`src/rtl/imem_fetch_controller_pkg.sv`:
```
// Shared types for the instruction fetch path: FSM states, FIFO entry layout, address helpers.
package fetch_pkg;

   typedef enum logic [1:0] {
      IDLE  = 2'd0,
      FETCH = 2'd1,
      FAULT = 2'd2
   } state_t;

   localparam int unsigned WORD_BYTES       = 4;
   localparam logic [31:0] DEFAULT_RESET_PC = 32'h0000_0000;

   typedef struct packed {
      logic [31:0] instr;
      logic [31:0] pc;
   } fifo_entry_t;

   // First byte address past the end of a memory of mem_words words.
   function automatic logic [31:0] pc_limit(input int unsigned mem_words);
      return 32'(mem_words * WORD_BYTES);
   endfunction

endpackage

```
`src/rtl/imem_fetch_controller_if.sv`:
```
// Fetch controller bus: memory address/data pair, redirect input and decode-side valid/ready.
interface imem_fetch_controller_if;

   logic        fetch_en;
   logic [31:0] imem_pc;
   logic [31:0] imem_instr;
   logic        redirect_valid;
   logic [31:0] redirect_pc;
   logic        instr_valid;
   logic        instr_ready;
   logic [31:0] instr;
   logic [31:0] instr_pc;
   logic        fault;

   modport master (
      input  fetch_en,
      input  imem_instr,
      input  redirect_valid,
      input  redirect_pc,
      input  instr_ready,
      output imem_pc,
      output instr_valid,
      output instr,
      output instr_pc,
      output fault
   );

   modport slave (
      output fetch_en,
      output imem_instr,
      output redirect_valid,
      output redirect_pc,
      output instr_ready,
      input  imem_pc,
      input  instr_valid,
      input  instr,
      input  instr_pc,
      input  fault
   );

endinterface

```
`src/rtl/imem_fetch_controller_fifo.sv`:
```
// Generic synchronous FIFO of fetch entries; head visible same cycle, no fall-through.
// Flush beats push; a push into a full FIFO is accepted only alongside a pop.
module fetch_fifo
   import fetch_pkg::*;
#(
   parameter  int unsigned DEPTH = 2,
   localparam int unsigned CW    = $clog2(DEPTH + 1),
   localparam int unsigned PW    = (DEPTH > 1) ? $clog2(DEPTH) : 1
) (
   input  logic          clk,
   input  logic          reset,
   input  logic          flush,
   input  logic          push,
   input  fifo_entry_t   push_dat,
   input  logic          pop,
   output fifo_entry_t   head,
   output logic [CW-1:0] count
);

   fifo_entry_t   mem_q [DEPTH];
   logic [PW-1:0] wr_ptr_q, wr_ptr_d;
   logic [PW-1:0] rd_ptr_q, rd_ptr_d;
   logic [CW-1:0] count_q, count_d;
   logic          pop_ok;
   logic          push_ok;
   logic          wr_en;

   function automatic logic [PW-1:0] ptr_inc(input logic [PW-1:0] p);
      return (p == PW'(DEPTH - 1)) ? '0 : p + PW'(1);
   endfunction

   assign pop_ok  = pop && (count_q != '0);
   assign push_ok = push && ((count_q != CW'(DEPTH)) || pop_ok);
   assign wr_en   = push_ok && !flush;

   always_comb begin
      wr_ptr_d = wr_ptr_q;
      rd_ptr_d = rd_ptr_q;
      count_d  = count_q;
      if (flush) begin
         wr_ptr_d = '0;
         rd_ptr_d = '0;
         count_d  = '0;
      end else begin
         if (push_ok) begin
            wr_ptr_d = ptr_inc(wr_ptr_q);
         end
         if (pop_ok) begin
            rd_ptr_d = ptr_inc(rd_ptr_q);
         end
         case ({push_ok, pop_ok})
            2'b10:   count_d = count_q + CW'(1);
            2'b01:   count_d = count_q - CW'(1);
            default: count_d = count_q;
         endcase
      end
   end

   always_ff @(posedge clk) begin
      if (reset) begin
         wr_ptr_q <= '0;
         rd_ptr_q <= '0;
         count_q  <= '0;
      end else begin
         wr_ptr_q <= wr_ptr_d;
         rd_ptr_q <= rd_ptr_d;
         count_q  <= count_d;
      end
   end

   // Storage is not reset: contents are only observable while count is non-zero.
   always_ff @(posedge clk) begin
      if (wr_en) begin
         mem_q[wr_ptr_q] <= push_dat;
      end
   end

   assign head  = mem_q[rd_ptr_q];
   assign count = count_q;

endmodule

```
`src/rtl/imem_fetch_controller.sv`:
```
// Instruction fetch sequencer: owns the PC, drives a 1-cycle-latency memory, buffers words for decode.
// Issue-to-valid is 2 cycles; issue stalls so buffered plus in-flight words never exceed FIFO_DEPTH.
module imem_fetch_controller
   import fetch_pkg::*;
#(
   parameter logic [31:0] RESET_PC   = DEFAULT_RESET_PC,
   parameter int unsigned MEM_WORDS  = 64,
   parameter int unsigned FIFO_DEPTH = 2
) (
   input logic                      clk,
   input logic                      reset,
   imem_fetch_controller_if.master  bus
);

   localparam int unsigned CW       = $clog2(FIFO_DEPTH + 1);
   localparam logic [31:0] PC_LIMIT = pc_limit(MEM_WORDS);

   state_t        state_q, state_d;
   logic [31:0]   pc_q, pc_d;
   logic [31:0]   inflight_pc_q, inflight_pc_d;
   logic          inflight_q, inflight_d;

   logic [CW-1:0] fifo_count;
   fifo_entry_t   fifo_head;
   fifo_entry_t   push_dat;
   logic          instr_valid_w;
   logic          pop;
   logic          fetching;
   logic          redirect_take;
   logic          redirect_flush;
   logic          redirect_bad;
   logic          pc_bad;
   logic          drained;
   logic          room;
   logic          range_fault;
   logic          fault_now;
   logic          issue;
   logic          flush;

   assign instr_valid_w  = (fifo_count != '0) && (state_q != FAULT);
   assign pop            = instr_valid_w && bus.instr_ready;
   assign fetching       = (state_q == FETCH) && bus.fetch_en;

   assign redirect_take  = bus.redirect_valid && (state_q != FAULT);
   assign redirect_flush = bus.redirect_valid && (state_q == FETCH);
   assign redirect_bad   = redirect_take && (bus.redirect_pc[1:0] != 2'b00);

   assign pc_bad  = (pc_q[1:0] != 2'b00) || (pc_q >= PC_LIMIT);
   assign drained = (fifo_count == '0) && !inflight_q;
   assign room    = (32'(fifo_count) + 32'(inflight_q)) < (FIFO_DEPTH + 32'(pop));

   // An illegal PC only faults once every older word has reached decode.
   assign range_fault = fetching && !bus.redirect_valid && pc_bad && drained;
   assign fault_now   = redirect_bad || range_fault;
   assign issue       = fetching && !bus.redirect_valid && !pc_bad && room;
   assign flush       = redirect_flush || fault_now;

   assign push_dat.instr = bus.imem_instr;
   assign push_dat.pc    = inflight_pc_q;

   fetch_fifo #(
      .DEPTH (FIFO_DEPTH)
   ) u_fifo (
      .clk      (clk),
      .reset    (reset),
      .flush    (flush),
      .push     (inflight_q),
      .push_dat (push_dat),
      .pop      (pop),
      .head     (fifo_head),
      .count    (fifo_count)
   );

   always_comb begin
      state_d = state_q;
      case (state_q)
         IDLE:    if (bus.fetch_en)  state_d = FETCH;
         FETCH:   if (!bus.fetch_en) state_d = IDLE;
         FAULT:   state_d = FAULT;
         default: state_d = IDLE;
      endcase
      if (fault_now) begin
         state_d = FAULT;
      end
   end

   always_comb begin
      pc_d          = pc_q;
      inflight_d    = issue;
      inflight_pc_d = inflight_pc_q;
      if (redirect_take && !redirect_bad) begin
         pc_d = bus.redirect_pc;
      end else if (issue) begin
         pc_d = pc_q + 32'(WORD_BYTES);
      end
      if (issue) begin
         inflight_pc_d = pc_q;
      end
   end

   always_ff @(posedge clk) begin
      if (reset) begin
         state_q       <= IDLE;
         pc_q          <= RESET_PC;
         inflight_q    <= 1'b0;
         inflight_pc_q <= '0;
      end else begin
         state_q       <= state_d;
         pc_q          <= pc_d;
         inflight_q    <= inflight_d;
         inflight_pc_q <= inflight_pc_d;
      end
   end

   assign bus.imem_pc     = pc_q;
   assign bus.instr_valid = instr_valid_w;
   assign bus.instr       = instr_valid_w ? fifo_head.instr : '0;
   assign bus.instr_pc    = instr_valid_w ? fifo_head.pc : '0;
   assign bus.fault       = (state_q == FAULT);

endmodule

```
`src/flat_wrapper.sv`:
```
// flat-port wrapper written by rule: the top's interface ports become plain ports
module imem_fetch_controller_flat import fetch_pkg::*;
#(
   parameter logic [31:0] RESET_PC   = DEFAULT_RESET_PC,
   parameter int unsigned MEM_WORDS  = 64,
   parameter int unsigned FIFO_DEPTH = 2
)
  (clk, reset, bus_fetch_en, bus_imem_instr, bus_redirect_valid, bus_redirect_pc, bus_instr_ready, bus_imem_pc, bus_instr_valid, bus_instr, bus_instr_pc, bus_fault);
  imem_fetch_controller_if bus_i ();
  input logic clk;
  input logic reset;
  input wire logic [$bits(bus_i.fetch_en)-1:0] bus_fetch_en;
  input wire logic [$bits(bus_i.imem_instr)-1:0] bus_imem_instr;
  input wire logic [$bits(bus_i.redirect_valid)-1:0] bus_redirect_valid;
  input wire logic [$bits(bus_i.redirect_pc)-1:0] bus_redirect_pc;
  input wire logic [$bits(bus_i.instr_ready)-1:0] bus_instr_ready;
  output wire logic [$bits(bus_i.imem_pc)-1:0] bus_imem_pc;
  output wire logic [$bits(bus_i.instr_valid)-1:0] bus_instr_valid;
  output wire logic [$bits(bus_i.instr)-1:0] bus_instr;
  output wire logic [$bits(bus_i.instr_pc)-1:0] bus_instr_pc;
  output wire logic [$bits(bus_i.fault)-1:0] bus_fault;
  assign bus_i.fetch_en = bus_fetch_en;
  assign bus_i.imem_instr = bus_imem_instr;
  assign bus_i.redirect_valid = bus_redirect_valid;
  assign bus_i.redirect_pc = bus_redirect_pc;
  assign bus_i.instr_ready = bus_instr_ready;
  assign bus_imem_pc = bus_i.imem_pc;
  assign bus_instr_valid = bus_i.instr_valid;
  assign bus_instr = bus_i.instr;
  assign bus_instr_pc = bus_i.instr_pc;
  assign bus_fault = bus_i.fault;
  imem_fetch_controller #(.RESET_PC(RESET_PC), .MEM_WORDS(MEM_WORDS), .FIFO_DEPTH(FIFO_DEPTH)) u_core (.clk(clk), .reset(reset), .bus(bus_i));
endmodule
```
`config.mk`:
```
export PLATFORM = sky130hd
export DESIGN_NAME = imem_fetch_controller_flat
export DESIGN_NICKNAME = d
export VERILOG_FILES = /design/src/rtl/imem_fetch_controller_pkg.sv /design/src/rtl/imem_fetch_controller_if.sv /design/src/rtl/imem_fetch_controller_fifo.sv /design/src/rtl/imem_fetch_controller.sv /design/src/flat_wrapper.sv
export SDC_FILE = /design/constraint.sdc
export NUM_CORES = 1
export LEC_CHECK = 0
export ABC_AREA = 1
export CELL_PAD_IN_SITES_DETAIL_PLACEMENT = 0
export CELL_PAD_IN_SITES_GLOBAL_PLACEMENT = 1
export CORE_UTILIZATION = 36
export DETAILED_ROUTE_END_ITERATION = 10
export GPL_ROUTABILITY_DRIVEN = 0
export PLACE_DENSITY_LB_ADDON = 0.1
export SLEW_MARGIN = 40
export SYNTH_ARGS = -nofsm -noshare
export SYNTH_HDL_FRONTEND = slang
export SYNTH_HIERARCHICAL = 1
export SYNTH_SLANG_ARGS = --single-unit
```
`constraint.sdc`:
```
create_clock -name clk -period 7.57 [get_ports clk]
set_clock_uncertainty 0.15 [all_clocks]
set_input_delay 2.271 -clock clk [delete_from_list [all_inputs] [get_ports clk]]
set_output_delay 2.271 -clock clk [all_outputs]
set_load 0.03 [all_outputs]
```
# Word level (Yosys, flattened, before mapping)
# Memory sizes are Yosys's and may differ from the RTL's. A register that Yosys moved wholly into a read port is not among the register bits.
# Cells that the tools add are included.
# classes
order_cmp,2
n_mux,15
add_sub_neg,7
reduce_logical,36
n_eq_ne,10
# op_table
op,count
two-way mux 32 bit,4
adder 32 x 3 -> 32 bit (second input constant),1
greater-or-equal comparator 32 x 9 -> 1 bit (second input constant),1
less-than comparator 32 bit,1
logical AND 1 bit,16
nonzero test 2 bit,5
!= test 2 bit (second input constant),4
two-way mux 1 bit,6
two-way mux 2 bit,3
!= test 3 x 2 -> 1 bit (second input constant),2
one-hot mux 2 bit (3 select lines),1
logical NOT 1 bit,5
== test 2 x 1 -> 1 bit (second input constant),2
== test 2 bit (second input constant),2
logical NOT 2 bit,2
logical OR 1 bit,4
one-hot mux 2 bit (2 select lines),1
AND reduction 2 bit,2
OR reduction 2 bit,2
adder 2 x 1 -> 3 bit,1
adder 2 x 1 -> 3 bit (first input constant),1
adder 1 bit (second input constant),2
adder 2 x 1 -> 2 bit (second input constant),1
subtractor 2 x 1 -> 2 bit (second input constant),1
# word_totals
register_bits,71
ramBits,128
out_inout_bits,98
elab_cells,79
inputBits,69
n_memories,1
# memory_table
memory,depth,width,rd,rd_ports_with_merged_regs,wr,line,text
u_core.u_fifo.mem_q,2,64,1,1,1,imem_fetch_controller_fifo.sv:20,fifo_entry_t mem_q [DEPTH];

# Longest topological paths before layout
# Gate-level depths: netlist of the first run.
# logic_depth
depth_word,11
ltp_mapped,11
depth_no_buf,10

# Cells and area by module
# The synthesis of the first run kept the hierarchy.
# by_module_without_submodules
module,seq_area_each_um2,n_inst,cells_each,area_per_inst_um2
fetch_fifo,3943.8,1,234,4890.9
imem_fetch_controller,1341.3,1,485,3171.8

# Least setup slack after synthesis of the first run
# Ideal clock, no wire load.
# synth_timing
path_type,input to register
from,input bus_redirect_valid
to,"memory u_core/u_fifo/mem_q[0][0] in the netlist's numbering, enable pin"
stages,6
t_arrival_ns,7.120
slack_ns,-0.265
cell_sequence,inv_1 -> nand3_1 -> nor3_1 -> o21ai_0 -> nand3_1 -> nor3_1
# synth_between
elab_chain_len,10
# synth_rtl
element,line,text
"start, declared",flat_wrapper.sv:14,input wire logic [$bits(bus_i.redirect_valid)-1:0] bus_redirect_valid;
logical NOT 1 bit,imem_fetch_controller.sv:53,assign range_fault = fetching && !bus.redirect_valid && pc_bad && drained;
logical AND 1 bit (3 in a row),imem_fetch_controller.sv:53,
logical OR 1 bit,imem_fetch_controller.sv:54,assign fault_now = redirect_bad || range_fault;
logical OR 1 bit *,imem_fetch_controller.sv:56,assign flush = redirect_flush || fault_now;
named net u_core.flush,imem_fetch_controller.sv:38,logic flush;
logical NOT 1 bit *,imem_fetch_controller_fifo.sv:34,assign wr_en = push_ok && !flush;
logical AND 1 bit *,imem_fetch_controller_fifo.sv:34,
two-way mux 1 bit *,imem_fetch_controller_fifo.sv:73,if (wr_en) begin
two-way mux 1 bit (not written as such) *,imem_fetch_controller_fifo.sv:74,mem_q[wr_ptr_q] <= push_dat;
"end, declared",imem_fetch_controller_fifo.sv:20,
# The timed path passes the listed nets; every way through them passes the cells marked *.

# Worst setup path in the final report of the first run
# layout_timing
from,"register u_core.u_fifo.count_q[1], in the netlist u_core/u_fifo/count[1]"
to,output bus_instr_pc[4]
# layout_between
elab_chain_len,3
# layout_rtl
element,line,text
"start, declared",imem_fetch_controller_fifo.sv:23,"logic [CW-1:0] count_q, count_d;"
"start signal, assigned",imem_fetch_controller_fifo.sv:67,count_q <= count_d;
nonzero test 2 bit,imem_fetch_controller.sv:40,assign instr_valid_w = (fifo_count != '0) && (state_q != FAULT);
logical AND 1 bit,imem_fetch_controller.sv:40,
two-way mux 32 bit,imem_fetch_controller.sv:118,assign bus.instr_pc = instr_valid_w ? fifo_head.pc : '0;
"end, declared",flat_wrapper.sv:20,output wire logic [$bits(bus_i.instr_pc)-1:0] bus_instr_pc;
# Every way passes these cells.

==> results of run 1 <==
[worst paths after layout]
check / start / endpoint / slack [ns] / cells after the start
hold reg to reg: u_core/inflight_pc_q[24] / u_core/u_fifo/mem_q[0][24] / 0.31 / 0
setup / recovery: u_core/u_fifo/count[1] / bus_instr_pc[4] / 2.28 / 6
setup reg to reg: u_core/u_fifo/count[1] / u_core/u_fifo/mem_q[1][42] / 4.30 / 8
hold / removal: u_core/inflight_pc_q[24] / u_core/u_fifo/mem_q[0][24] / 0.31 / 0
[final cells by class]
class                           instances  area, um2
Inverter                              121        454
Sequential cell                       200       5290
Clock buffer                           20        447
Multi-Input combinational cell        366       2140
Clock inverter                         12        143
Timing Repair Buffer                  175       1740
Tap cell                              280        350
Fill cell                            2010      11300
[cell usage after synthesis]
master and n:
nand4_1 3, clkinv_1 1, or2_1 3, nor2_1 110, o21ai_0 13, xnor2_1 2
nand2_2 2, o21ai_2 2, buf_2 10, edfxtp_1 128, nand2_4 1, buf_1 2
nand3_1 57, buf_6 7, xor2_1 2, nand3b_1 2, dfxtp_1 72, a21oi_1 31
inv_1 119, nand2_1 52, inv_2 1, o21ai_1 7, nor3_1 4, buf_4 2
a21oi_2 1, clkbuf_1 11, o211ai_1 3, ha_1 4, nor2_4 1, nand3_2 2
mux2_2 64
[registers in the layout (all words and copies together), names as in the netlist, named ones only]
signal	cells
u_core/bus.imem_pc	32
u_core/inflight_pc_q	32
u_core/inflight_q	1
u_core/state_q	2
u_core/u_fifo/count	2
u_core/u_fifo/mem_q	128
u_core/u_fifo/rd_ptr_q	1
u_core/u_fifo/wr_ptr_q	1
[where the power goes]
group          switching [mW]  internal, mW
Clock                   0.394         0.501
Sequential            0.00719          1.16
Combinational          0.0603        0.0566
[stage by stage]
| stage | area (um2) | TNS [ns] | utilization |
|---|---|---|---|
| after floorplan | 8060 | -33.87 | - |
| after global placement | 9960 | 0 | 0.455 |
| after detailed placement | 9980 | 0 | 0.456 |
| after CTS | 10600 | 0 | 0.483 |
| after global routing | 10600 | 0 | 0.483 |
| final | 10600 | 0 | 0.483 |
[layer usage]
metal | part of all wire | vias up | track usage
met4 | 0.010 | 0 | 0.0495
met2 | 0.46 | 158 | 0.259
met3 | 0.059 | 12 | 0.0362
met1 | 0.47 | 2547 | 0.201
li1 | - | 2688 | -
met5 | 0 | - | 0
[worst max-delay path, delay by kind of cell (launching register included)]
kind | cells | cell delay [ns]
buffers and inverters | 3 | 1.20
flip-flops | 1 | 0.48
AND/OR/NAND/NOR | 3 | 0.74
[cell usage in the layout (no fill, tap or decap), types with 2 or more instances in the layout]
master / instances
ha_1: 4
nand2_2: 3
nand4_1: 3
buf_4: 8
nor3_2: 2
a21oi_1: 31
nand2_1: 51
nor3_1: 2
dfxtp_1: 71
xnor2_1: 2
o21ai_2: 2
clkdlybuf4s50_1: 166
clkbuf_1: 2
nor2_1: 110
clkbuf_16: 17
o211ai_1: 3
clkinv_4: 4
nand3b_1: 2
mux2_2: 64
nand3_2: 2
xor2_1: 2
edfxtp_1: 128
clkinvlp_4: 3
bufinv_16: 2
o21ai_1: 7
inv_1: 119
or2_1: 3
o21ai_0: 13
nand3_1: 57
[cell families (layout without fill, tap and decap cells)]
kind of cell    count (synthesis)  in the layout  synth area share
xor+xnor                        4              4           0.00435
simple gates                  237            237             0.127
flops                         200            200             0.655
compound gates                 57             57            0.0377
buf+inv                       153            328            0.0802
mux                            64             64            0.0894
fa+ha+maj                       4              4           0.00621
==> results_dict.tcl, run 1 <==
set metrics [dict create \
    finalMaxSlewViolations 0 \
    cts_setup_buffers 0 \
    fin_crit_ns 5.29 \
    routedWlPerCell_um 14.9 \
    place_hpwl_mm 11.4 \
    synth_area_leaders "edfxtp_1, dfxtp_1, mux2_2" \
    tritoncts "done" \
    clock-root-buffer "clkbuf_16" \
    syn-num-nets 792 \
    fin_ws_ns 2.28 \
    fin_hold_ws_ns 0.306 \
    die_h_um 152 \
    drt-initial-drc-count 307 \
    vias 5405 \
    syn-instance-count 719 \
    power.density_nw_per_um2 206 \
    status "completed" \
    htree_levels 4 \
    yosysTopAreaCell "edfxtp_1" \
    worst_pin_slew_ns 0.739 \
    cp.arrival_ns 2.87 \
    viasPerCell 4.60 \
    max_freq_ghz 0.189 \
    cp_max_fo 34 \
    firstDrtPassIters 4 \
    cts_sinks 200 \
    path_class "reg -> out" \
    drive_gt1_frac 0.131 \
    cp_slowest_cell "clkdlybuf4s50_1" \
    cts_max_path_buffers 2 \
    rows 54 \
    cts_buffers 17 \
    start_util 0.368 \
    fin_nets 954 \
    grt_use_total 0.156 \
    p_total_mw 2.18 \
    synth_area_per_cell_um2 11.2 \
    place_ws_ns 2.58 \
    io_buffers 166 \
    antenna_cells 0 \
    hp-class "reg -> reg" \
    grt_max_degree 56 \
    leakage_nw 4.17 \
    stdcell_count 1174 \
    ant_nets 0 \
    ys_seq_elements 200 \
    postCtsResizedCells 0 \
    grt_antenna_before_repair 0 \
    report.final.setup_viol 0 \
    dieArea_um2 23000 \
    io_pins 167 \
    first_global_vias 5380 \
    die_width_um 152 \
    placedCellCount 1142 \
    synth_seq_area_share 0.655 \
    crit_path_cell_trace "inv_1 -> nand2_1 -> nand2_2 -> buf_4 -> nor2_1 -> clkdlybuf4s50_1" \
    hold_viol_final 0 \
    clkLatencyLatePin_ns 0.42 \
    start_kind "flip-flop" \
    grt_pass1_wl_mm 27.5 \
    end_kind "output port" \
    global_route.overflow_total 0 \
    post-route-period-util 0.699 \
    synthesis.area_um2 8060 \
    crit_required_ns 5.15 \
    synth_cell_types 31 \
    max-vdd-ir-drop_mv 0.111 \
    cpPeakStageDelay_ns 0.70 \
    cap_violations 0 \
    rsz0062_at_grt "no" \
    core_area_um2 21900 \
    area_growth_syn_to_layout_pct 31.1 \
    post-route-drc-count 0 \
    synth_top_area_frac 0.477 \
    ctsHoldBuffers 0 \
    path_clk_slew_ns 0.07 \
    slew_headroom 0.504 \
    ys_warn_count 6 \
    postRouteWirelength_mm 17.5 \
]
Note: power is estimated with default switching activity, not from simulation.
==> run 2, diff against run 1 <==
CORE_UTILIZATION = 40   (was 36)
clock period = 5.4 ns   (was 7.57 ns; I/O delays follow)
==> run 2 against run 1 <==
Effect of this change: cell count is 1.4% lower; register-to-register slack worse by 1.6 ns; cell area is 0.22% lower; sequential cell count stayed put; highest routed layer unchanged; global-route usage is 0.82 points higher; critical path depth stayed put; critical endpoint is now bus_instr_pc[2].
==> results_dict.tcl, run 2 (synthesis gave the netlist of run 1 again) <==
set metrics [dict create \
    stdcell_count 1158 \
    postCtsResizedCells 0 \
    area_growth_syn_to_layout_pct 30.8 \
    vias 5351 \
    start_kind "flip-flop" \
    final_common_cell "clkdlybuf4s50_1" \
    htree_levels 4 \
    fin_nets 953 \
    drive_gt1_frac 0.131 \
    global_route.overflow_total 0 \
    ctsHoldBuffers 0 \
    cts_sinks 200 \
    status "completed" \
    grt_pass1_wl_mm 26.0 \
    hold_viol_final 0 \
    hp-class "reg -> reg" \
    start_util 0.412 \
    drt-initial-drc-count 271 \
    final_cell_mix "clkdlybuf4s50_1, edfxtp_1, inv_1" \
    path_class "reg -> out" \
    largest_reg_flops 128 \
    cts_setup_buffers 0 \
    max-vdd-ir-drop_mv 0.217 \
    antenna_cells 0 \
    path_clk_slew_ns 0.07 \
    post-route-period-util 0.809 \
    die_h_um 144 \
    grt_max_degree 65 \
    core_area_um2 19600 \
    clkLatencyLatePin_ns 0.42 \
    fin_crit_ns 4.37 \
    power.density_nw_per_um2 287 \
    report.final.setup_viol 0 \
    grt_use_total 0.165 \
    routedWlPerCell_um 14.2 \
    io_pins 167 \
    die_width_um 144 \
    cp_max_fo 41 \
    max_freq_ghz 0.229 \
    place_hpwl_mm 10.7 \
    ant_nets 0 \
    worst_pin_slew_ns 0.749 \
    finalMaxSlewViolations 0 \
    slew_headroom 0.498 \
    rsz0062_at_grt "no" \
    grt_antenna_before_repair 0 \
    post-route-drc-count 0 \
    rows 51 \
    setup_tns_ns 0 \
    cap_violations 0 \
    clock-root-buffer "clkbuf_16" \
    end_kind "output port" \
    placedCellCount 1126 \
    dieArea_um2 20700 \
    io_buffers 166 \
    cts_buffers 17 \
    cp.arrival_ns 2.60 \
    leakage_nw 4.17 \
    viasPerCell 4.62 \
    firstDrtPassIters 4 \
    top_register "u_core/u_fifo/mem_q" \
    postRouteWirelength_mm 16.5 \
    tritoncts "done" \
    crit_required_ns 3.63 \
    first_global_vias 5296 \
    cts_max_path_buffers 2 \
]
[run 2: cell types whose count changed in the layout (fill, tap and decap cells not counted), moves of 2 or more]
cell | previous run | this run
clkbuf_1 | 2 | 0
buf_4 | 8 | 6
clkinv_4 | 4 | 2
inv_6 | 1 | 5
[run 2: metal layers]
metal / track usage / routed length, um
met1: 0.193 / 7080
met3: 0.0543 / 1060
met5: 0 / 0
met4: 0.0498 / 162
met2: 0.285 / 8160
[run 2: final cells by class]
| type | instances | area, um2 |
|---|---|---|
| fillers | 1747 | 9050 |
| flip-flops and latches | 200 | 5290 |
| multi-input cells | 366 | 2150 |
| well taps | 265 | 332 |
| clock inverters | 14 | 138 |
| clock buffers | 18 | 439 |
| repair buffers | 174 | 1750 |
| inverters | 121 | 454 |
[run 2: report_power, final]
part	internal, mW	switching [mW]	total (mW)
sequential	1.63	0.00894	1.64
combinational	0.0794	0.0824	0.162
clock	0.662	0.563	1.22
[run 2: worst paths after layout]
| kind | depth (start not counted) | end | slack, ns | start |
|---|---|---|---|---|
| worst max register to register | 7 | u_core/u_fifo/mem_q[0][62] | 2.67 | u_core/u_fifo/count[1] |
| worst min-delay path | 0 | u_core/u_fifo/mem_q[0][10] | 0.30 | u_core/inflight_pc_q[10] |
| worst max-delay path | 6 | bus_instr_pc[2] | 1.03 | u_core/u_fifo/count[1] |
| worst min register to register | 0 | u_core/u_fifo/mem_q[0][10] | 0.30 | u_core/inflight_pc_q[10] |
[run 2: metrics by stage]
step / hold slack, ns / setup slack [ns] / cell area, um2 / total power, mW / util
2_1_floorplan: 0.276 / -1.78 / 8060 / 1.74 / -
3_3_place_gp: 0.282 / 1.29 / 9960 / 1.83 / 0.509
3_5_place_dp: 0.287 / 1.17 / 9960 / 1.83 / 0.509
4_1_cts: 0.305 / 0.712 / 10500 / 3.06 / 0.538
5_1_grt: 0.311 / 0.809 / 10500 / 3.13 / 0.538
6_report: 0.305 / 1.03 / 10500 / 3.02 / 0.538
[run 2: worst max-delay path, stage by stage (launching register included)]
cell and delay, ns:
dfxtp_1 0.50, inv_1 0.08, nand2_1 0.14, nand2_4 0.28, buf_4 0.34, nor2_1 0.13
clkdlybuf4s50_1 0.69
==> run 3, diff against run 2 <==
CORE_UTILIZATION = 36   (was 40)
clock period = 3.51 ns   (was 5.4 ns; I/O delays follow)
==> run 3 against run 2 <==
Effect of this change: sequential power is 53% higher; count of clock-buffer cells in the layout is 1 lower; first-iteration DRC count is 24% lower; sequential cell count stayed put; utilization is 5.1 points lower; routed wire length is 3.1% higher; critical endpoint is now bus_instr_pc[30].
==> results_dict.tcl, run 3 (synthesis gave the netlist of run 1 again) <==
set metrics [dict create \
    leakage_nw 4.66 \
    viasPerCell 4.55 \
    use_met1 0.180 \
    dieArea_um2 23000 \
    cts_sinks 200 \
    die_h_um 152 \
    gr-usage-met3 0.0398 \
    htree_levels 4 \
    cp.arrival_ns 2.20 \
    firstDrtPassIters 4 \
    rsz0062_at_grt "no" \
    tritoncts "done" \
    final_common_cell "edfxtp_1" \
    gr-usage-met2 0.274 \
    antenna_cells 0 \
    grt_pass1_wl_mm 27.1 \
    placedCellCount 1146 \
    clock-root-buffer "clkbuf_16" \
    io_buffers 166 \
    area_growth_syn_to_layout_pct 32.2 \
    path_class "reg -> out" \
    post-route-drc-count 0 \
    final_cell_mix "edfxtp_1, inv_1, clkdlybuf4s50_1" \
    cts_max_path_buffers 2 \
    io_pins 167 \
    cts_buffers 17 \
    cp_max_fo 27 \
    grt_use_total 0.154 \
    ant_nets 0 \
    path_clk_slew_ns 0.07 \
    max_freq_ghz 0.294 \
    hold_viol_final 0 \
    crit_required_ns 2.31 \
    p_total_mw 4.64 \
    report.final.setup_viol 0 \
    cap_violations 0 \
    end_kind "output port" \
    vias 5362 \
    grt-busiest-layer "met2" \
    stdcell_count 1178 \
    core_area_um2 21900 \
    grt_antenna_before_repair 0 \
    top_register "u_core/u_fifo/mem_q" \
    worst_pin_slew_ns 0.623 \
    fin_hold_ws_ns 0.302 \
    routedWlPerCell_um 14.4 \
    drive_gt1_frac 0.141 \
    setup_tns_ns 0 \
    fin_nets 958 \
    clkLatencyLatePin_ns 0.43 \
    start_util 0.368 \
    first_global_vias 5555 \
    grt_max_degree 52 \
    place_hpwl_mm 11.3 \
    place_ws_ns 0.203 \
    rows 54 \
    largest_reg_flops 128 \
    status "completed" \
    postRouteWirelength_mm 17.0 \
    max-vdd-ir-drop_mv 0.336 \
    fin_crit_ns 3.40 \
    hp-class "reg -> reg" \
    slew_headroom 0.584 \
    global_route.overflow_total 0 \
    finalMaxSlewViolations 0 \
    start_kind "flip-flop" \
    post-route-period-util 0.968 \
    power.density_nw_per_um2 435 \
    fin_ws_ns 0.112 \
    die_width_um 152 \
    drt-initial-drc-count 206 \
]
run 3: changes by cell type in the layout (fill, tap and decap cells not counted), sizes merged:
cell,delta
clkdlybuf4s50,-50
dlygate4sd2,+35
dlymetal6s2s,+15
buf,+5
clkinv,+2
bufinv,-1
clkbuf,-1
run 3: critical path: stages, from the launching register on:
cell	delay (ns)
dfxtp_4	0.50
buf_12	0.23
mux2_2	0.35
inv_1	0.06
nor2_1	0.04
clkdlybuf4s50_1	0.59
run 3: power by group:
group          total (mW)  switching (mW)  internal [mW]
clock                1.86           0.916          0.947
combinational       0.258           0.134          0.125
sequential           2.51          0.0141           2.50
total                4.64            1.06           3.57
run 3: layer usage:
| layer | vias up | wire, um | share of wire |
|---|---|---|---|
| li1 | 2696 | - | - |
| met1 | 2524 | 7470 | 0.44 |
| met2 | 132 | 8320 | 0.49 |
| met3 | 10 | 1070 | 0.063 |
| met4 | 0 | 122 | 0.0072 |
| met5 | - | 0 | 0 |
run 3: worst paths after layout:
| path | start | endpoint | slack (ns) | depth (start not counted) |
|---|---|---|---|---|
| setup / recovery | flip-flop | bus_instr_pc[30] | 0.11 | 5 |
| hold / removal | u_core/inflight_pc_q[7] | u_core/u_fifo/mem_q[0][7] | 0.30 | 0 |
| setup reg to reg | u_core/u_fifo/count[1] | u_core/u_fifo/mem_q[1][51] | 0.94 | 8 |
| hold reg to reg | u_core/inflight_pc_q[7] | u_core/u_fifo/mem_q[0][7] | 0.30 | 0 |
run 3: what timing repair did:
action / CTS / global route
endpoints found under the hold margin: 0 / 0
resized for setup: 35 / 15
setup endpoints to repair: 35 / 15
setup buffers: 0 / 0
hold buffers: 0 / 0
run 3: area by class of cell:
| class | count | area [um2] |
|---|---|---|
| fill | 2045 | 11200 |
| sequential | 200 | 5290 |
| multi-input combinational | 366 | 2170 |
| timing repair buffer | 179 | 1820 |
| inverter | 121 | 462 |
| clock buffer | 17 | 425 |
| tap | 280 | 350 |
| clock inverter | 15 | 151 |
run 3: through the flow:
stage                util  instance area (um2)
CTS                 0.485                10600
global placement    0.461                10100
global route        0.487                10700
detailed placement  0.461                10100
finish              0.487                10700
floorplan               -                 8110
==> edit 1, RTL diff (flow settings as in run 3) <==
`FIFO_DEPTH` is set to 2 in 2 places; all go to 4. Comments in the files are not updated.
--- a/src/rtl/imem_fetch_controller.sv
+++ b/src/rtl/imem_fetch_controller.sv
@@ -7,3 +7,3 @@
    parameter int unsigned MEM_WORDS  = 64,
-   parameter int unsigned FIFO_DEPTH = 2
+   parameter int unsigned FIFO_DEPTH = 4
 ) (
--- a/src/flat_wrapper.sv
+++ b/src/flat_wrapper.sv
@@ -5,3 +5,3 @@
    parameter int unsigned MEM_WORDS  = 64,
-   parameter int unsigned FIFO_DEPTH = 2
+   parameter int unsigned FIFO_DEPTH = 4
 )
Function: changed (a bounded check fails within 10 cycles, from zero or initial values and one cycle with reset high).
==> edit 1 against run 3 <==
- count of clock-buffer cells in the layout up 41
- die area rose by 63%
- clock power increased by 110%
- non-clock buffer count up 26
- sequential power is 69% higher
- hold slack lost 0.0035 ns
- global-route usage grew 1.0 points
- sequential share of layout area up 5.4 points
- cell area grew 57%
- setup slack better by 0.0094 ns
- power grew 82%
- synthesized area grew 64%
- sequential cell count is 132 higher
- largest cell class unchanged
- routed wire length grew 82%
==> edit 1: results (changes against run 3) <==
\begin{tabular}{lr}
\hline
Metric & Value \\
\hline
\multicolumn{2}{l}{\textbf{Logic synthesis}} \\
\quad Avg Inst Size Synth & 11.1 um\^{}2 (was 11.2 um\^{}2) \\
\quad Number of nets in the synthesized netlist & 1266 (was 792) \\
\quad Distinct cell type count after synthesis & 38 (was 31) \\
\quad Most instantiated cells after synthesis & nor2\_1 (265), edfxtp\_1 (256), inv\_1 (139) (was edfxtp\_1 (128), inv\_1 (119), nor2\_1 (110)) \\
\quad Seq/Total Area, Yosys & 69.6\% (was 65.5\%) \\
\quad Compound-cell area share of the yosys netlist & 10.0\% (was 3.77\%) \\
\quad Top cells by area in the synthesized netlist & edfxtp\_1 (58\%), dfxtp\_1 (11\%), nor2\_1 (7.5\%) (was edfxtp\_1 (48\%), dfxtp\_1 (18\%), mux2\_2 (8.9\%)) \\
\quad Number of flops mapped to enable cells by yosys & 256 (was 128) \\
\multicolumn{2}{l}{\textbf{Clock tree}} \\
\quad Number of buffers on the longest clock path & 3 (was 2) \\
\quad Clk Latency, worst-skew pair & 0.50 ns (was 0.43 ns) \\
\multicolumn{2}{l}{\textbf{Detailed routing}} \\
\quad Met1 layer wirelength in the final routing & 14.4 mm (was 7.47 mm) \\
\quad Detailed-route wire length & 30.9 mm (was 17.0 mm) \\
\quad Wire length on met3 & 1.73 mm (was 1.07 mm) \\
\quad Wire length per cell & 16.7 um (was 14.4 um) \\
\multicolumn{2}{l}{\textbf{Finish}} \\
\quad Layout cell share with drive strength beyond 1 & 12.8\% (was 14.1\%) \\
\quad Count of filler cells inserted in the layout & 3328 (was 2045) \\
\quad Multi-Input Combinational & 647 (was 366) \\
\quad Fraction of area in multi-input gates & 18.7\% (was 20.3\%) \\
\quad Non-CTS inverters & 142 (was 121) \\
\quad Non-clock buffer share & 12.0\% (was 17.0\%) \\
\multicolumn{2}{l}{\textbf{Place}} \\
\quad Estimated wirelength of the detail-placed design & 19.0 mm (was 11.3 mm) \\
\multicolumn{2}{l}{\textbf{Global routing}} \\
\quad Largest net degree at the start of global routing & 65 (was 52) \\
\quad Wire length of the first global-routing pass & 49.2 mm (was 27.1 mm) \\
\quad GRT Total Usage & 16.4\% (was 15.4\%) \\
\multicolumn{2}{l}{\textbf{Power}} \\
\quad Internal power of the cells & 6750 uW (was 3570 uW) \\
\quad Largest voltage drop on the vdd net & 281 uV (was 336 uV) \\
\multicolumn{2}{l}{\textbf{Setup path}} \\
\quad Crit-path slowest cell & dfxtp\_4 (was clkdlybuf4s50\_1) \\
\quad CP Max Fanout & 50 (was 27) \\
\multicolumn{2}{l}{\textbf{Min path}} \\
\quad Hold Path Cell Cnt & 1 (was 0) \\
\multicolumn{2}{l}{\textbf{Run status}} \\
\quad Outcome & completed (unchanged) \\
\hline
\end{tabular}
## edit 1: worst paths after layout
check | from | end | slack, ns
worst max-delay path | flop | bus_instr_pc[25] | 0.12
worst min-delay path | u_core/state_q[1]$_SDFFE_PP0P_ | u_core/state_q[0]$_SDFFE_PP0P_ | 0.30
worst max register to register | u_core/bus.imem_pc[20]$_SDFFE_PP0P_ | u_core/u_fifo/mem_q[3][32]$_DFFE_PP_ | 0.87
worst min register to register | u_core/state_q[1]$_SDFFE_PP0P_ | u_core/state_q[0]$_SDFFE_PP0P_ | 0.30
## edit 1: through the flow
step / area [um^2] / hold slack (ns) / worst slack (ns)
5_1_grt: 16700 / 0.325 / 0.00595
4_1_cts: 16700 / 0.297 / 0.0538
2_1_floorplan: 13200 / 0.269 / -0.487
3_3_place_gp: 15500 / 0.282 / 0.0137
3_5_place_dp: 15500 / 0.291 / 0.0103
6_report: 16700 / 0.299 / 0.121
==> edit 2, RTL diff (settings of run 3) <==
Without the edit above. The 3 states of `state_t` get a one-hot encoding in 3 bits.
--- a/src/rtl/imem_fetch_controller_pkg.sv
+++ b/src/rtl/imem_fetch_controller_pkg.sv
@@ -3,6 +3,6 @@
 
-   typedef enum logic [1:0] {
-      IDLE  = 2'd0,
-      FETCH = 2'd1,
-      FAULT = 2'd2
+   typedef enum logic [2:0] {
+      IDLE  = 3'b001,
+      FETCH = 3'b010,
+      FAULT = 3'b100
    } state_t;
Check against the original RTL: same outputs for any inputs over 10 cycles, from zero or initial values and one cycle with reset high; not proved beyond that.
==> edit 2 against run 3 <==
- cell area increased by 4.5%
- critical path depth up 1
- non-clock buffer count grew 8
- via count rose by 2.7%
- count of clock-buffer cells in the layout rose by 8
- largest power group unchanged
- sequential cell count rose by 1
- synthesized area increased by 1.6%
- final cell count increased by 2.9%
- routed wire length increased by 4.5%
- critical endpoint is now bus_instr[20]
- power rose by 14%
- setup slack gained 0.0089 ns
- synthesized cell count grew 2.5%
==> edit 2: results (changes against run 3) <==
\begin{tabular}{lr}
\hline
Metric & Value \\
\hline
\multicolumn{2}{l}{\textbf{Global routing}} \\
\quad Wire length of the first global-routing pass & 29.1 mm (was 27.1 mm) \\
\quad Met2 routing resource usage after global routing & 25.9\% (was 27.4\%) \\
\quad GRT Total Usage & 15.3\% (was 15.4\%) \\
\quad Largest net degree at the start of global routing & 41 (was 52) \\
\quad Global routing met3 resource utilization & 3.32\% (was 3.98\%) \\
\multicolumn{2}{l}{\textbf{Min path}} \\
\quad Min-Delay Startpoint & u\_core/inflight\_pc\_q[24]\$\_SDFFE\_PP0P\_ (was u\_core/inflight\_pc\_q[7]\$\_SDFFE\_PP0P\_) \\
\multicolumn{2}{l}{\textbf{Logic synthesis}} \\
\quad Top cells by area in the synthesized netlist & edfxtp\_1 (47\%), dfxtp\_1 (18\%), mux2\_2 (8.8\%) (was edfxtp\_1 (48\%), dfxtp\_1 (18\%), mux2\_2 (8.9\%)) \\
\quad Seq/Total Area, Yosys & 64.7\% (was 65.5\%) \\
\quad Avg Inst Size Synth & 11.1 um\^{}2 (was 11.2 um\^{}2) \\
\quad Distinct cell type count after synthesis & 33 (was 31) \\
\multicolumn{2}{l}{\textbf{Clock tree}} \\
\quad Number of buffers inserted during clock tree synthesis & 22 (was 17) \\
\quad Level count of the clock H-tree & 1 (was 4) \\
\quad Clk Latency, worst-skew pair & 0.50 ns (was 0.43 ns) \\
\quad Number of cells upsized or downsized after cts & 33 (was 35) \\
\multicolumn{2}{l}{\textbf{Detailed routing}} \\
\quad First-pass DRT Iterations & 6 (was 4) \\
\quad Overall via count from detail\_route & 5508 (was 5362) \\
\quad Detailed-route wire length & 17.7 mm (was 17.0 mm) \\
\multicolumn{2}{l}{\textbf{Die}} \\
\quad Initial cell density of the core & 37.1\% (was 36.8\%) \\
\multicolumn{2}{l}{\textbf{Finish}} \\
\quad Number of nets in the layout & 989 (was 958) \\
\quad Synthesis-to-layout area growth & 35.9\% (was 32.2\%) \\
\quad Count of filler cells inserted in the layout & 1957 (was 2045) \\
\multicolumn{2}{l}{\textbf{Place}} \\
\quad Estimated wirelength of the detail-placed design & 11.9 mm (was 11.3 mm) \\
\multicolumn{2}{l}{\textbf{STA}} \\
\quad Worst max-slew margin expressed relative to the limit & 65.6\% (was 58.4\%) \\
\multicolumn{2}{l}{\textbf{Run status}} \\
\quad Outcome & completed (unchanged) \\
\multicolumn{2}{l}{\textbf{Power}} \\
\quad Switch share & 19.9\% (was 22.9\%) \\
\multicolumn{2}{l}{\textbf{Setup path}} \\
\quad Reg-to-reg startpoint & u\_core/bus.imem\_pc[30]\$\_SDFFE\_PP0P\_ (was u\_core/u\_fifo/count[1]\$\_SDFFE\_PP0P\_) \\
\hline
\end{tabular}
==> edit 2: layout make-up <==
cell class | count | share of cell area, %
Sequential cell | 201 | 47.6
Clock buffer | 25 | 5.32
Clock inverter | 15 | 1.82
Inverter | 136 | 4.58
Timing Repair Buffer | 187 | 17.3
Tap cell | 280 | 3.15
Multi-Input combinational cell | 368 | 20.2
==> edit 2: logic make-up (layout without fill, tap and decap cells) <==
group,after synthesis,count (layout),share of synthesized area [%]
adders and majority gates,4,4,0.611
xor gates and xnor gates,5,5,0.534
muxes,64,64,8.80
AOI/OAI and AO/OA,52,52,3.85
and+or+nand+nor,243,243,12.9
buffers and inverters,168,363,8.60
DFF,201,201,64.7
==> edit 2: per-stage QoR <==
stage	total power, uW	hold slack (ns)	worst slack, ns
after floorplan	2710	0.276	-0.215
after global placement	2860	0.283	0.227
after detailed placement	2860	0.291	0.178
after CTS	5370	0.305	0.00827
after global routing	5490	0.317	-0.000657
final	5280	0.303	0.121
==> edit 2: power by group through the flow <==
stage          Combinational, uW  Sequential [uW]  Clock (uW)
2_1_floorplan               94.8             2610           0
3_3_place_gp                 272             2580           0
3_5_place_dp                 276             2580           0
4_1_cts                      278             2530        2560
5_1_grt                      300             2530        2650
6_report                     274             2530        2480
==> edit 2: path summary, 6_finish.rpt <==
check,depth (start not counted),slack (ns),end
worst max-delay path,6,0.12,bus_instr[20]
worst min-delay path,0,0.30,u_core/u_fifo/mem_q[0][24]$_DFFE_PP_
worst max register to register,8,1.07,u_core/u_fifo/mem_q[1][16]$_DFFE_PP_
worst min register to register,0,0.30,u_core/u_fifo/mem_q[0][24]$_DFFE_PP_
==> edit 2: metal layers <==
layer / up-vias / routed length, um
met3: 20 / 991
met4: 0 / 303
met1: 2583 / 8080
met5: - / 0
met2: 143 / 8360
li1: 2762 / -
